**config.mk**
```make
export PLATFORM = sky130hd
export DESIGN_NAME = bound_flasher_ctrl
export DESIGN_NICKNAME = d
export VERILOG_FILES = /design/src/rtl/bound_flasher_ctrl.sv
export SDC_FILE = /design/constraint.sdc
export NUM_CORES = 1
export LEC_CHECK = 0
export ABC_AREA = 1
export BUFFER_PORTS_ARGS = -buffer_cell sky130_fd_sc_hd__buf_4
export CAP_MARGIN = 20
export CORE_AREA = 5 5 50 52
export CTS_CLUSTER_DIAMETER = 30
export CTS_CLUSTER_SIZE = 20
export DETAILED_ROUTE_END_ITERATION = 12
export DIE_AREA = 0 0 55 57
export PLACE_DENSITY = 0.79
export SLEW_MARGIN = 20
export SYNTH_ARGS = -nofsm -noshare
export SYNTH_HDL_FRONTEND = slang
export SYNTH_SLANG_ARGS = --single-unit
```
**constraint.sdc**
```tcl
create_clock -name clk -period 2.3 [get_ports clk]
set_clock_uncertainty 0.15 [all_clocks]
set_input_delay 0.69 -clock clk [delete_from_list [all_inputs] [get_ports clk]]
set_output_delay 0.69 -clock clk [all_outputs]
set_load 0.005 [all_outputs]
```
**src/rtl/bound_flasher_ctrl.sv**
```systemverilog
// Bound-flasher sequencer: thermometer lamp bank stepped once per tick, with flick kickback.
// Optional BOUND_FLASHER_FLICK_SYNC_EN passes flick through a 2-flop synchronizer.
module bound_flasher_ctrl #(
  parameter int NUM_LAMPS = 16,
  parameter int LOW_MARK  = 6,
  parameter int HIGH_MARK = 11,
  parameter int CNT_W     = $clog2(NUM_LAMPS + 1)
) (
  input  logic                 clk,
  input  logic                 rst,
  input  logic                 tick,
  input  logic                 flick,
  output logic [NUM_LAMPS-1:0] lamps,
  output logic [2:0]           phase,
  output logic                 busy
);

  if (LOW_MARK < 2 || LOW_MARK >= HIGH_MARK || HIGH_MARK >= NUM_LAMPS ||
      CNT_W < $clog2(NUM_LAMPS + 1)) begin : g_param_check
    $fatal(1, "bound_flasher_ctrl: illegal parameter set");
  end

  typedef enum logic [2:0] {
    IDLE = 3'd0,
    UP1  = 3'd1,
    KB0  = 3'd2,
    DN1  = 3'd3,
    UP2  = 3'd4,
    DN2  = 3'd5,
    UP3  = 3'd6,
    DN3  = 3'd7
  } state_t;

  localparam logic [CNT_W-1:0] ONE_C   = CNT_W'(1);
  localparam logic [CNT_W-1:0] LOW_C   = CNT_W'(LOW_MARK);
  localparam logic [CNT_W-1:0] LOWM1_C = CNT_W'(LOW_MARK - 1);
  localparam logic [CNT_W-1:0] HIGH_C  = CNT_W'(HIGH_MARK);
  localparam logic [CNT_W-1:0] NUM_C   = CNT_W'(NUM_LAMPS);
  localparam logic [NUM_LAMPS-1:0] ONES_C = '1;

  state_t           state_q, state_d;
  logic [CNT_W-1:0] cnt_q, cnt_d;
  logic [CNT_W-1:0] cnt_inc, cnt_dec;
  logic             flick_s;

`ifdef BOUND_FLASHER_FLICK_SYNC_EN
  logic flick_meta_q, flick_sync_q;

  always_ff @(posedge clk) begin
    if (rst) begin
      flick_meta_q <= 1'b0;
      flick_sync_q <= 1'b0;
    end else begin
      flick_meta_q <= flick;
      flick_sync_q <= flick_meta_q;
    end
  end

  assign flick_s = flick_sync_q;
`else
  assign flick_s = flick;
`endif

  always_ff @(posedge clk) begin
    if (rst) begin
      state_q <= IDLE;
      cnt_q   <= '0;
    end else begin
      state_q <= state_d;
      cnt_q   <= cnt_d;
    end
  end

  assign cnt_inc = cnt_q + ONE_C;
  assign cnt_dec = cnt_q - ONE_C;

  always_comb begin
    state_d = state_q;
    cnt_d   = cnt_q;
    if (tick) begin
      unique case (state_q)
        IDLE: begin
          if (flick_s) begin
            cnt_d   = ONE_C;
            state_d = UP1;
          end
        end
        UP1: begin
          if (flick_s && (cnt_q == LOW_C || cnt_q == HIGH_C)) begin
            cnt_d   = cnt_dec;
            state_d = KB0;
          end else begin
            cnt_d = cnt_inc;
            if (cnt_inc == NUM_C) state_d = DN1;
          end
        end
        KB0: begin
          cnt_d = cnt_dec;
          if (cnt_dec == '0) state_d = UP1;
        end
        DN1: begin
          // Entered at LOW_MARK-1 by an UP2 kickback: turn around without stepping.
          if (cnt_q == LOWM1_C) begin
            state_d = UP2;
          end else begin
            cnt_d = cnt_dec;
            if (cnt_dec == LOWM1_C) state_d = UP2;
          end
        end
        UP2: begin
          if (flick_s && cnt_q == LOW_C) begin
            cnt_d   = cnt_dec;
            state_d = DN1;
          end else begin
            cnt_d = cnt_inc;
            if (cnt_inc == HIGH_C) state_d = DN2;
          end
        end
        DN2: begin
          cnt_d = cnt_dec;
          if (cnt_dec == '0) state_d = UP3;
        end
        UP3: begin
          cnt_d = cnt_inc;
          if (cnt_inc == LOW_C) state_d = DN3;
        end
        DN3: begin
          cnt_d = cnt_dec;
          if (cnt_dec == '0) state_d = IDLE;
        end
        default: begin
          state_d = IDLE;
          cnt_d   = '0;
        end
      endcase
    end
  end

  always_comb begin
    lamps = ~(ONES_C << cnt_q);
    phase = state_q;
    busy  = (state_q != IDLE);
  end

endmodule

```
-- Word-level counts from Yosys, hierarchy flattened
Index checks and enable logic that the tools add are counted.
Widths: inputs -> output; s select.
- flip-flop bits (word level): 8
- bits of input ports: 4
- output and inout bits: 20
- logic and storage cells: 55
- add/subtract/negate cells: 2
- equal/unequal tests: 23
- shifts and indexed selects: 1
- muxes and demuxes: 17
- bitwise operators: 1
- reductions and logical operators: 9
- operators with widths (cell ; number):
    $mux 3 ; 11
    $pmux 5 s6 ; 1
    $pmux 3 s8 ; 1
    $eq 5x3->1 const B ; 4
    $mux 5 ; 4
    $not 16->16 ; 1
    $shl 16x5->16 const A ; 1
    $eq 3x3->1 const B ; 4
    $ne 2x2->1 const B ; 6
    $eq 5x4->1 const B ; 2
    $ne 3x3->1 const B ; 3
    $reduce_and 9->1 ; 1
    $eq 3x2->1 const B ; 2
    $add 5x1->5 const B ; 1
    $eq 5x5->1 const B ; 1
    $logic_not 5->1 ; 1
    $sub 5x1->5 const B ; 1
    $eq 3x1->1 const B ; 1
    $logic_not 3->1 ; 1
    $reduce_and 3->1 ; 1
    $reduce_bool 3->1 ; 1
    $reduce_or 3->1 ; 1
    $logic_and 1x1->1 ; 2
    $logic_or 1x1->1 ; 1

-- Logic depth before layout (Yosys ltp)
- depth in word-level cells: 5
- mapped depth: 14
- mapped depth without buffers: 14

-- Worst setup path after synthesis
No wires, ideal clock.
- kind: reg2out
- start point: register cnt_q[0]
- end point: output port lamps[12]
- arrival time: 1182 ps
- data required time: 1460 ps
- path slack: 278 ps
- stages on the path, launching flop included: 7
- buffers on the path: 0
- path through: dfxtp_1 inv_1 ha_1 inv_1 ha_1 inv_1 o21ai_0
- longest elaborated chain between the ends: 2
- RTL lines (element ; line ; RTL):
    from (decl) ; 42 ; logic [CNT_W-1:0] cnt_q, cnt_d;
    from (signal assigned) ; 70 ; cnt_q <= cnt_d;
    $shl 16x5->16 ; 140 ; lamps = ~(ONES_C << cnt_q);
    $not 16->16 ; 140 ;
    to (decl) ; 13 ; output logic [NUM_LAMPS-1:0] lamps,
Every way passes these cells.

-- Final worst setup path
Same ends and word-level chain as after synthesis.

==> summary.txt <==
Critical path
  • CP max FO: 5
  • Kind of critical path: register to primary output
  • Setup crit end: lamps[12]
  • Worst Setup Start Kind: register
  • Setup crit end kind: primary output
  • Crit path from: cnt_q[0]
  • Reg2reg path depth: 12
  • Worst Path Required: 1.46 ns
  • FF-to-FF End: phase[2]
  • Worst Path Arrival: 1.36 ns
  • Reg2reg setup slack: 0.36 ns
  • R2R Path Start: cnt_q[1]

Logic synthesis
  • YS warnings: 0
  • Synth Cell Area: 0.00102 mm2
  • Post-Syn Area per Cell: 5.67 um2
  • Yosys reg bits: 8
  • Yosys cell types: 24
  • Syn nets: 193
  • Post-synthesis sequential area ratio: 0.157
  • Post-Synthesis Cells: 180

Flow run
  • Maxcap violations: 0

Final layout
  • Synth-to-layout area growth: 25.0%
  • FF/Latch Area: 168 um2
  • Most frequent cells in the layout: 56 x nand2_1, 28 x buf_4, 23 x nor2_1
  • FILL cells: 216
  • Post-layout util: 0.618
  • N_diodes: 0
  • Leading cell type in the layout, fill and taps excluded: nand2_1
  • Nets: 220
  • Fin area: approximately 0.0013 mm2
  • Fraction of layout cells with a size suffix above 1: 0.249
  • Footprint of the multi-input gates: 738 um2

Clocking
  • CTS root buf: clkbuf_4
  • CTS clk-pin slew, worst paths: 0.06 ns
  • Clk buf depth: 2
  • Post-CTS setup buffers: 0
  • Worst skew pair latency: approximately 0.26 ns
  • CTS tree: built
  • CTS Hold Bufs: 0
  • Clk sink count: 8
  • Number of buffers created by CTS: 3
  • Htree depth: 1

Place
  • PortBufs: 23
  • Placer Congestion: 0.914
  • Detailed Place HPWL: 2170 um
  • Post-DP Area: 0.00122 mm2
  • Setup WS pre-CTS: 0.164 ns

Detailed routing
  • Vias: 1229
  • Antenna viol nets, final: 0
  • Vias per Instance: around 5.3
  • Drt drc: 0
  • Starting DRC count in detailed routing: 27
  • Routed wire length per instance: 11.9 um
  • Detailed Route WL: 2760 um
  • Drt pass-1 iters: 6

GRT
  • Pin count of the biggest net entering global routing: 14
  • First-pass GRT wire length: approximately 4400 um
  • Vias in the first global route: 1087
  • Gr usage total: 0.186
  • Initial antenna violation count: 0
  • Global route overflow: 0

STA
  • Hold WS: 0.336 ns
  • Fmax: around 0.45 GHz
  • Setup TNS: 0 ns
  • Fin. Hold Viols: 0
  • Worst slew pin tran: 0.346 ns
  • Slew Viols, Final: 0
  • Slew margin rel.: 0.768
  • Clock period minus final worst setup slack: 2.20 ns
  • RSZ-0062 raised after global routing: false
  • Final worst setup slack: 0.102 ns
  • Fin crit share: 0.956
  • Final Setup Violations: 0

Power and ir drop
  • Max VDD drop: 0.640 mV
  • Static Leakage: 0.712 nW
  • Cell area power density: 911 mW/mm2

Floorplanning
  • CORE AREA: approximately 0.0021 mm2
  • Initial Util: 0.494
  • Die Y: 57 um
  • I/O Pins: 24
  • Die Footprint: about 0.0031 mm2
  • Die width: 55 um
  • Site Rows: 17

Outcome
  • Status: complete, no violations

Worst hold path
  • Hold Crit Class: register to register
  • Hold path startpoint: cnt_q[2]
-- worst max-delay path, cell delays in order (launching register included) --
cell	delay (ns)
dfxtp_4	0.37
inv_2	0.10
ha_4	0.15
inv_1	0.04
ha_1	0.16
inv_1	0.07
o21ai_1	0.06
buf_4	0.13
-- cells in the mapped netlist, drive strengths merged --
cell type / count / area, um2
o211ai: 2 / 15.0
nand4: 3 / 18.8
o2111ai: 1 / 8.76
o21a: 1 / 7.51
nor2: 27 / 130
inv: 27 / 101
nor3: 1 / 5.00
nand2: 61 / 241
o21ai: 11 / 55.1
nand3: 13 / 65.1
ha: 9 / 113
dfxtp: 8 / 160
buf: 6 / 45.0
nand3b: 1 / 7.51
o22ai: 1 / 6.26
a21oi: 8 / 40.0
-- worst min-delay path by stage --
stage,slack (ns),depth (start not counted),endpoint
2_1_floorplan,0.37,1,cnt_q[0]
3_3_place_gp,0.33,2,cnt_q[2]
3_5_place_dp,0.33,2,cnt_q[2]
4_1_cts,0.34,2,cnt_q[2]
5_1_grt,0.36,2,cnt_q[2]
6_report,0.34,2,cnt_q[2]
-- metal layers --
metal	routed length (um)	global-route usage	vias up
met1	1120	0.211	558
met3	134	0.0392	10
met4	59	0.0764	0
li1	-	-	618
met2	1450	0.326	43
met5	0	0	-
-- power by group --
group / switching (W) / internal [W]
clock network: 0.0000549 / 0.0000602
logic: 0.000452 / 0.000340
registers: 0.0000748 / 0.000179
-- stage by stage --
stage	power (W)	cells
after floorplan	0.000745	180
after global placement	0.000999	230
after detailed placement	0.00102	230
after CTS	0.00114	233
after global routing	0.00127	233
final	0.00116	233
-- cells by family (layout without fill, tap and decap cells) --
group	Yosys count	count (layout)	share of synthesized area
AOI/OAI and AO/OA	24	24	0.130
and+or+nand+nor	106	106	0.459
adders and majority gates	9	9	0.110
DFF	8	8	0.157
buffers and inverters	33	58	0.144
-- area by class of cell --
class,count,share of cell area
clock buffer,3,0.0177
inverter,27,0.0795
multi-input combinational,139,0.579
sequential,8,0.132
tap,28,0.0275
timing repair buffer,28,0.165
-- flip-flops by register name, indices dropped and copies added (netlist names) --
register,cells
cnt_q,5
phase,3
-- timing repair --
action	CTS	global route
setup endpoints to repair	5	4
gates cloned	0	0
resized for setup	4	9
Power figures use the tool's default switching activity.
